<file path="src/rtl/decode_prefix_parse.sv">
// decode_prefix_parse
//   Decode front stage: strips up to MAX_PREF legacy prefixes (F3, 66, 2E, 36,
//   3E, 26, 64, 65) from a byte-aligned instruction window. It produces the
//   prefix flags, the segment one-hot, the prefix count and opcode bytes B1..B3.
//   Results are held in a 2-entry skid buffer: main entry M and skid entry K.
//   Both sides use a valid/ready handshake.
//
//   Ports
//     clk, clr            clock, asynchronous active-low reset
//     in_valid/in_ready   upstream handshake; in_ready = skid entry empty
//     in_bytes            window, lowest address byte in [7:0]
//     flush               synchronous kill of both entries
//     out_valid/out_ready downstream handshake
//     isREP/isSIZE/isSEG  prefix-group flags
//     segSEL              one-hot segment override (last override wins)
//     prefSize/pref_len   prefix count, one-hot and binary
//     B1/B2/B3            bytes at offsets pref_len, +1, +2
//     pref_err            repeated group, or a prefix at byte MAX_PREF
//
//   Optional feature: define DPP_PERF_CNT_EN to add perf_pref_cnt[15:0].
//   This is a saturating count of instructions with prefixes that load into M.
module decode_prefix_parse #(
  parameter int unsigned NBYTES   = 16,
  parameter int unsigned MAX_PREF = 3
) (
  input  logic                clk,
  input  logic                clr,
  input  logic                in_valid,
  input  logic [8*NBYTES-1:0] in_bytes,
  output logic                in_ready,
  input  logic                flush,
  input  logic                out_ready,
  output logic                out_valid,
  output logic                isREP,
  output logic                isSIZE,
  output logic                isSEG,
  output logic [5:0]          segSEL,
  output logic [3:0]          prefSize,
  output logic [1:0]          pref_len,
  output logic [7:0]          B1,
  output logic [7:0]          B2,
  output logic [7:0]          B3,
  output logic                pref_err
`ifdef DPP_PERF_CNT_EN
  ,
  output logic [15:0]         perf_pref_cnt
`endif
);

  typedef struct packed {
    logic       rep;
    logic       size;
    logic       seg;
    logic [5:0] sel;
    logic [3:0] psz;
    logic [1:0] len;
    logic [7:0] b1;
    logic [7:0] b2;
    logic [7:0] b3;
    logic       err;
  } dec_t;

  localparam dec_t DEC_RST = '{rep: 1'b0, size: 1'b0, seg: 1'b0, sel: 6'd0,
                               psz: 4'b0001, len: 2'd0, b1: 8'd0, b2: 8'd0,
                               b3: 8'd0, err: 1'b0};

  function automatic logic is_pref(input logic [7:0] b);
    case (b)
      8'hF3, 8'h66, 8'h2E, 8'h36, 8'h3E, 8'h26, 8'h64, 8'h65: is_pref = 1'b1;
      default:                                                is_pref = 1'b0;
    endcase
  endfunction

  function automatic logic [5:0] seg_onehot(input logic [7:0] b);
    case (b)
      8'h2E:   seg_onehot = 6'b000001;
      8'h36:   seg_onehot = 6'b000010;
      8'h3E:   seg_onehot = 6'b000100;
      8'h26:   seg_onehot = 6'b001000;
      8'h64:   seg_onehot = 6'b010000;
      8'h65:   seg_onehot = 6'b100000;
      default: seg_onehot = 6'b000000;
    endcase
  endfunction

  dec_t        w_dec;
  logic        w_scan;
  logic [7:0]  w_byte;
  int unsigned w_cnt;
  logic        w_acc;
  logic        w_unused_bytes;

  dec_t        r_m;
  dec_t        r_k;
  logic        r_m_v;
  logic        r_k_v;

  // Only the first MAX_PREF+3 bytes of the window can ever be observed.
  assign w_unused_bytes = ^in_bytes[8*NBYTES-1:8*(MAX_PREF+3)];

  // Prefix scan: stop at the first non-prefix byte.
  always_comb begin
    w_dec  = DEC_RST;
    w_scan = 1'b1;
    w_cnt  = 0;
    w_byte = 8'd0;
    for (int i = 0; i < int'(MAX_PREF); i++) begin
      w_byte = in_bytes[8*i +: 8];
      if (w_scan && is_pref(w_byte)) begin
        w_cnt = w_cnt + 1;
        if (w_byte == 8'hF3) begin
          if (w_dec.rep) w_dec.err = 1'b1;
          w_dec.rep = 1'b1;
        end else if (w_byte == 8'h66) begin
          if (w_dec.size) w_dec.err = 1'b1;
          w_dec.size = 1'b1;
        end else begin
          if (w_dec.seg) w_dec.err = 1'b1;
          w_dec.seg = 1'b1;
          w_dec.sel = seg_onehot(w_byte);
        end
      end else begin
        w_scan = 1'b0;
      end
    end
    // A prefix at byte MAX_PREF is flagged but still passed on as B1.
    if (w_scan && is_pref(in_bytes[8*MAX_PREF +: 8])) w_dec.err = 1'b1;
    w_dec.len = 2'(w_cnt);
    w_dec.psz = 4'(4'b0001 << w_cnt);
    w_dec.b1  = in_bytes[8*w_cnt +: 8];
    w_dec.b2  = in_bytes[8*(w_cnt+1) +: 8];
    w_dec.b3  = in_bytes[8*(w_cnt+2) +: 8];
  end

  assign w_acc = in_valid & in_ready;

  // Skid buffer. K drains into M before M can take new input.
  always_ff @(posedge clk or negedge clr) begin
    if (!clr) begin
      r_m_v <= 1'b0;
      r_k_v <= 1'b0;
      r_m   <= DEC_RST;
      r_k   <= DEC_RST;
    end else if (flush) begin
      r_m_v <= 1'b0;
      r_k_v <= 1'b0;
    end else if (r_m_v && out_ready && r_k_v) begin
      r_m   <= r_k;
      r_k_v <= 1'b0;
    end else if (w_acc && (!r_m_v || out_ready)) begin
      r_m   <= w_dec;
      r_m_v <= 1'b1;
    end else if (w_acc) begin
      r_k   <= w_dec;
      r_k_v <= 1'b1;
    end else if (out_ready) begin
      r_m_v <= 1'b0;
    end
  end

`ifdef DPP_PERF_CNT_EN
  logic        w_cnt_inc;
  logic [15:0] r_perf;

  // Count an instruction when it reaches M, whether from K or directly.
  always_comb begin
    w_cnt_inc = 1'b0;
    if (!flush) begin
      if (r_m_v && out_ready && r_k_v)           w_cnt_inc = (r_k.len != 2'd0);
      else if (w_acc && (!r_m_v || out_ready))   w_cnt_inc = (w_dec.len != 2'd0);
    end
  end

  always_ff @(posedge clk or negedge clr) begin
    if (!clr)                                r_perf <= 16'd0;
    else if (w_cnt_inc && r_perf != 16'hFFFF) r_perf <= r_perf + 16'd1;
  end

  assign perf_pref_cnt = r_perf;
`endif

  assign in_ready  = ~r_k_v;
  assign out_valid = r_m_v;
  assign isREP     = r_m.rep;
  assign isSIZE    = r_m.size;
  assign isSEG     = r_m.seg;
  assign segSEL    = r_m.sel;
  assign prefSize  = r_m.psz;
  assign pref_len  = r_m.len;
  assign B1        = r_m.b1;
  assign B2        = r_m.b2;
  assign B3        = r_m.b3;
  assign pref_err  = r_m.err;

endmodule
</file>
<file path="config.mk">
export PLATFORM = sky130hd
export DESIGN_NAME = decode_prefix_parse
export DESIGN_NICKNAME = d
export VERILOG_FILES = /design/src/rtl/decode_prefix_parse.sv
export SDC_FILE = /design/constraint.sdc
export NUM_CORES = 1
export LEC_CHECK = 0
export CAP_MARGIN = 20
export CORE_ASPECT_RATIO = 2
export CORE_MARGIN = 2
export CORE_UTILIZATION = 40
export DETAILED_ROUTE_END_ITERATION = 10
export PLACE_DENSITY = 0.8
export SLEW_MARGIN = 25
export SYNTH_ARGS = -nofsm -noshare
export SYNTH_HDL_FRONTEND = slang
export SYNTH_SLANG_ARGS = --single-unit
</file>
<file path="constraint.sdc">
create_clock -name clk -period 3.4 [get_ports clk]
set_input_delay 0.51 -clock clk [delete_from_list [all_inputs] [get_ports clk]]
set_output_delay 0.51 -clock clk [all_outputs]
set_load 0.05 [all_outputs]
</file>
==> results of run 1 <==
registers in the layout, summed over array words and instances (netlist names):
signal and flops:
prefSize 4, isSEG 1, pref_len 2, isREP 1, B3 8, r_k 40
isSIZE 1, out_valid 1, B2 8, r_k_v 1, B1 8, pref_err 1
segSEL 6
metal layers:
layer	routed length [microns]	vias up	track usage, %	share of wire (%)
met2	11000	236	50.9	54
met1	7100	2906	30.7	35
li1	-	2838	-	-
met5	0	-	0	0
met3	837	71	3.32	4.1
met4	1490	0	18.1	7.3
final cells by class:
cell class	count	area (sq um)	area share (%)
inverters	9	33.8	0.440
clock inverters	7	76.3	0.994
flip-flops and latches	82	2050	26.8
multi-input cells	531	3180	41.4
well taps	155	194	2.53
repair buffers	214	1910	24.9
clock buffers	9	225	2.93
cells by family after synthesis:
logic type / Yosys count / share of synthesized area, %
and+or+nand+nor: 290 / 27.2
AOI/OAI and AO/OA: 222 / 25.9
DFF: 82 / 37.9
buffers and inverters: 70 / 5.40
muxes: 15 / 2.86
adders and majority gates: 3 / 0.692
other: 1 / 0.0691
worst paths after layout:
kind	startpoint	endpoint	slack (ns)	cells after the start
worst max register to register	r_k_v	B2[3]	1.30	7
worst min register to register	r_k[32]	r_k[32]	0.47	2
min in group clk	r_k[32]	r_k[32]	0.47	2
worst max-delay path	in_bytes[4]	r_k[12]	0.11	14
max in group asynchronous	clr	r_k[28]	2.70	1
worst min-delay path	clr	r_k[13]	0.18	1
report_power, final:
group	internal (mW)	total (mW)	leakage, nW	switching, mW
Sequential	1.13	1.21	1.05	0.0849
Clock	0.523	0.986	0.149	0.463
Combinational	0.363	0.927	2.19	0.564
Total	2.02	3.13	3.39	1.11
metrics by stage:
stage          TNS (ns)  cell area (sq um)  cells  power [mW]  worst slack (ns)
2_1_floorplan         0               5500    683        1.71            0.0257
3_3_place_gp      -9.05               7310    991        2.13            -0.551
3_5_place_dp      -9.70               7310    991        2.15            -0.571
4_1_cts               0               7630   1007        3.13            0.0108
5_1_grt               0               7680   1007        3.26           0.00630
6_report              0               7680   1007        3.13             0.112
cells in the final DEF, fill, tap and decap left out, types with 9 or more instances in the layout:
| cell | n |
|---|---|
| mux2i_1 | 11 |
| or3_1 | 11 |
| a31oi_1 | 15 |
| nand2_1 | 116 |
| a311oi_1 | 16 |
| buf_4 | 101 |
| nor2_1 | 41 |
| and3_1 | 33 |
| nand3_1 | 19 |
| a21oi_1 | 51 |
| dfrtp_1 | 80 |
| clkbuf_16 | 9 |
| clkdlybuf4s50_1 | 98 |
| o21ai_0 | 68 |
repair_timing:
action,CTS,global route
endpoints found under the hold margin,0,0
endpoints found under the setup margin,16,16
pin swaps,0,4
resized for setup,13,11
critical path: stages:
cell	delay [ns]
clkdlybuf4s50_1	0.46
nor4bb_2	0.35
buf_4	0.17
nand3_1	0.15
and3_4	0.22
a21oi_4	0.14
ha_4	0.15
ha_4	0.20
buf_4	0.14
buf_4	0.12
buf_4	0.15
or3_1	0.41
a21o_1	0.20
a31oi_1	0.18
==> impl_metrics.env, run 1 <==
export IMPL_status="finished, final reports clean"
export IMPL_insertion_delay_ns=0.35
export IMPL_seq_area_frac_synth_pct=37.9
export IMPL_dieArea_sq_um=14600
export IMPL_grt_pass1_wl_microns=31700
export IMPL_ys_types=63
export IMPL_cts_sinks=82
export IMPL_syn_avg_cell_area_sq_um=7.94
export IMPL_synth_commonest_cells="117 x nand2_1, 80 x dfrtp_1, 68 x o21ai_0"
export IMPL_synth_largest_area_cell="dfrtp_1"
export IMPL_firstDrtPassIters=5
export IMPL_grt_util_all_layers_pct=28.4
export IMPL_port_buffers=110
export IMPL_die_w_microns=86.3
export IMPL_nNetsFinal=983
export IMPL_syn_area_sq_um=5420
export IMPL_cp_end_kind="flip-flop"
export IMPL_gr_total_overflow=0
export IMPL_rows=60
export IMPL_antenna_found_initial=0
export IMPL_clkTransAtPathRegs_ns=0.07
export IMPL_slew_violations=0
export IMPL_synth_ff_type="dfrtp_1"
export IMPL_grt_max_degree=83
export IMPL_tightest_slew_ns=0.903
export IMPL_avgRoutedWirePerCell_microns=20.3
export IMPL_h_tree_depth=3
export IMPL_leakagePower_nw=3.39
export IMPL_async_flop_share_pct=100
export IMPL_finalWirelength_microns=20400
export IMPL_clk_path_buf_depth=2
export IMPL_drv_cap=0
export IMPL_power_density_nw_per_um2=407
export IMPL_num_vias=6051
export IMPL_synth_area_leaders="dfrtp_1 37%, nand2_1 8.1%, o21ai_0 6.3%"
export IMPL_numCtsBuffers=9
export IMPL_first_global_vias=5910
export IMPL_drt_iter0_drc=546
export IMPL_drive_above_1_share_pct=18.1
export IMPL_yosysMostFrequentCell="nand2_1"
export IMPL_cts_root_buf="clkbuf_16"
export IMPL_ir_drop_mv=0.317
export IMPL_viasPerCell=6.01
export IMPL_antenna_left=0
export IMPL_cts_tree="done"
export IMPL_hold_viol=0
export IMPL_relSlewSlack_pct=39.4
export IMPL_drc_errors=0
export IMPL_synth_top_area_share_pct=36.9
export IMPL_synth_edff_count=0
export IMPL_area_growth_pct=41.6
export IMPL_ys_warn_count=0
export IMPL_period_minus_slack_ns=3.29
export IMPL_critPathArrivalTime_ns=3.56
export IMPL_worstPathMaxFanout=5
export IMPL_gp_congestion=1.02
export IMPL_core_sq_um=13400
export IMPL_layout_worst_path_cycle_share_pct=96.7
export IMPL_fillers=1211
export IMPL_hold_buffers=0
export IMPL_dp_hpwl_microns=15800
export IMPL_crit_type="input port to flip-flop"
export IMPL_fmax_mhz=304
export IMPL_synth_seq_cells=82
export IMPL_worstPathRequired_ns=3.67
export IMPL_fp_dieH_microns=169
export IMPL_antenna_cells=0
export IMPL_finalSetupViolations=0
export IMPL_start_util_pct=40.6
export IMPL_skew_ns=0.0138
export IMPL_syn_nets=819
export IMPL_hold_ws_ns=0.183
export IMPL_rsz0062_at_grt="no"
export IMPL_cts_setup_buffers=0
export IMPL_io_pins=175
export IMPL_min_path_type="input port to async pin"
export IMPL_worstSetupStartpointType="input port"
export IMPL_syn_inst=683
export IMPL_utilization_pct=57.5
(Power assumes the default switching activity.)
==> run 2: changes to the inputs <==
==> constraint.sdc (replaced) <==
create_clock -name clk -period 3.4 [get_ports clk]
set_input_delay 0.51 -clock clk [delete_from_list [all_inputs] [get_ports clk]]
set_output_delay 0.51 -clock clk [all_outputs]
set_load 0.02 [all_outputs]
==> results of run 2 <==
The final DEF is identical to that of run 1. Status: finished, final reports clean.
Main changes from that run: total power 3.13 mW -> 2.97 mW; worst IR drop on VDD 0.317 mV -> 0.279 mV
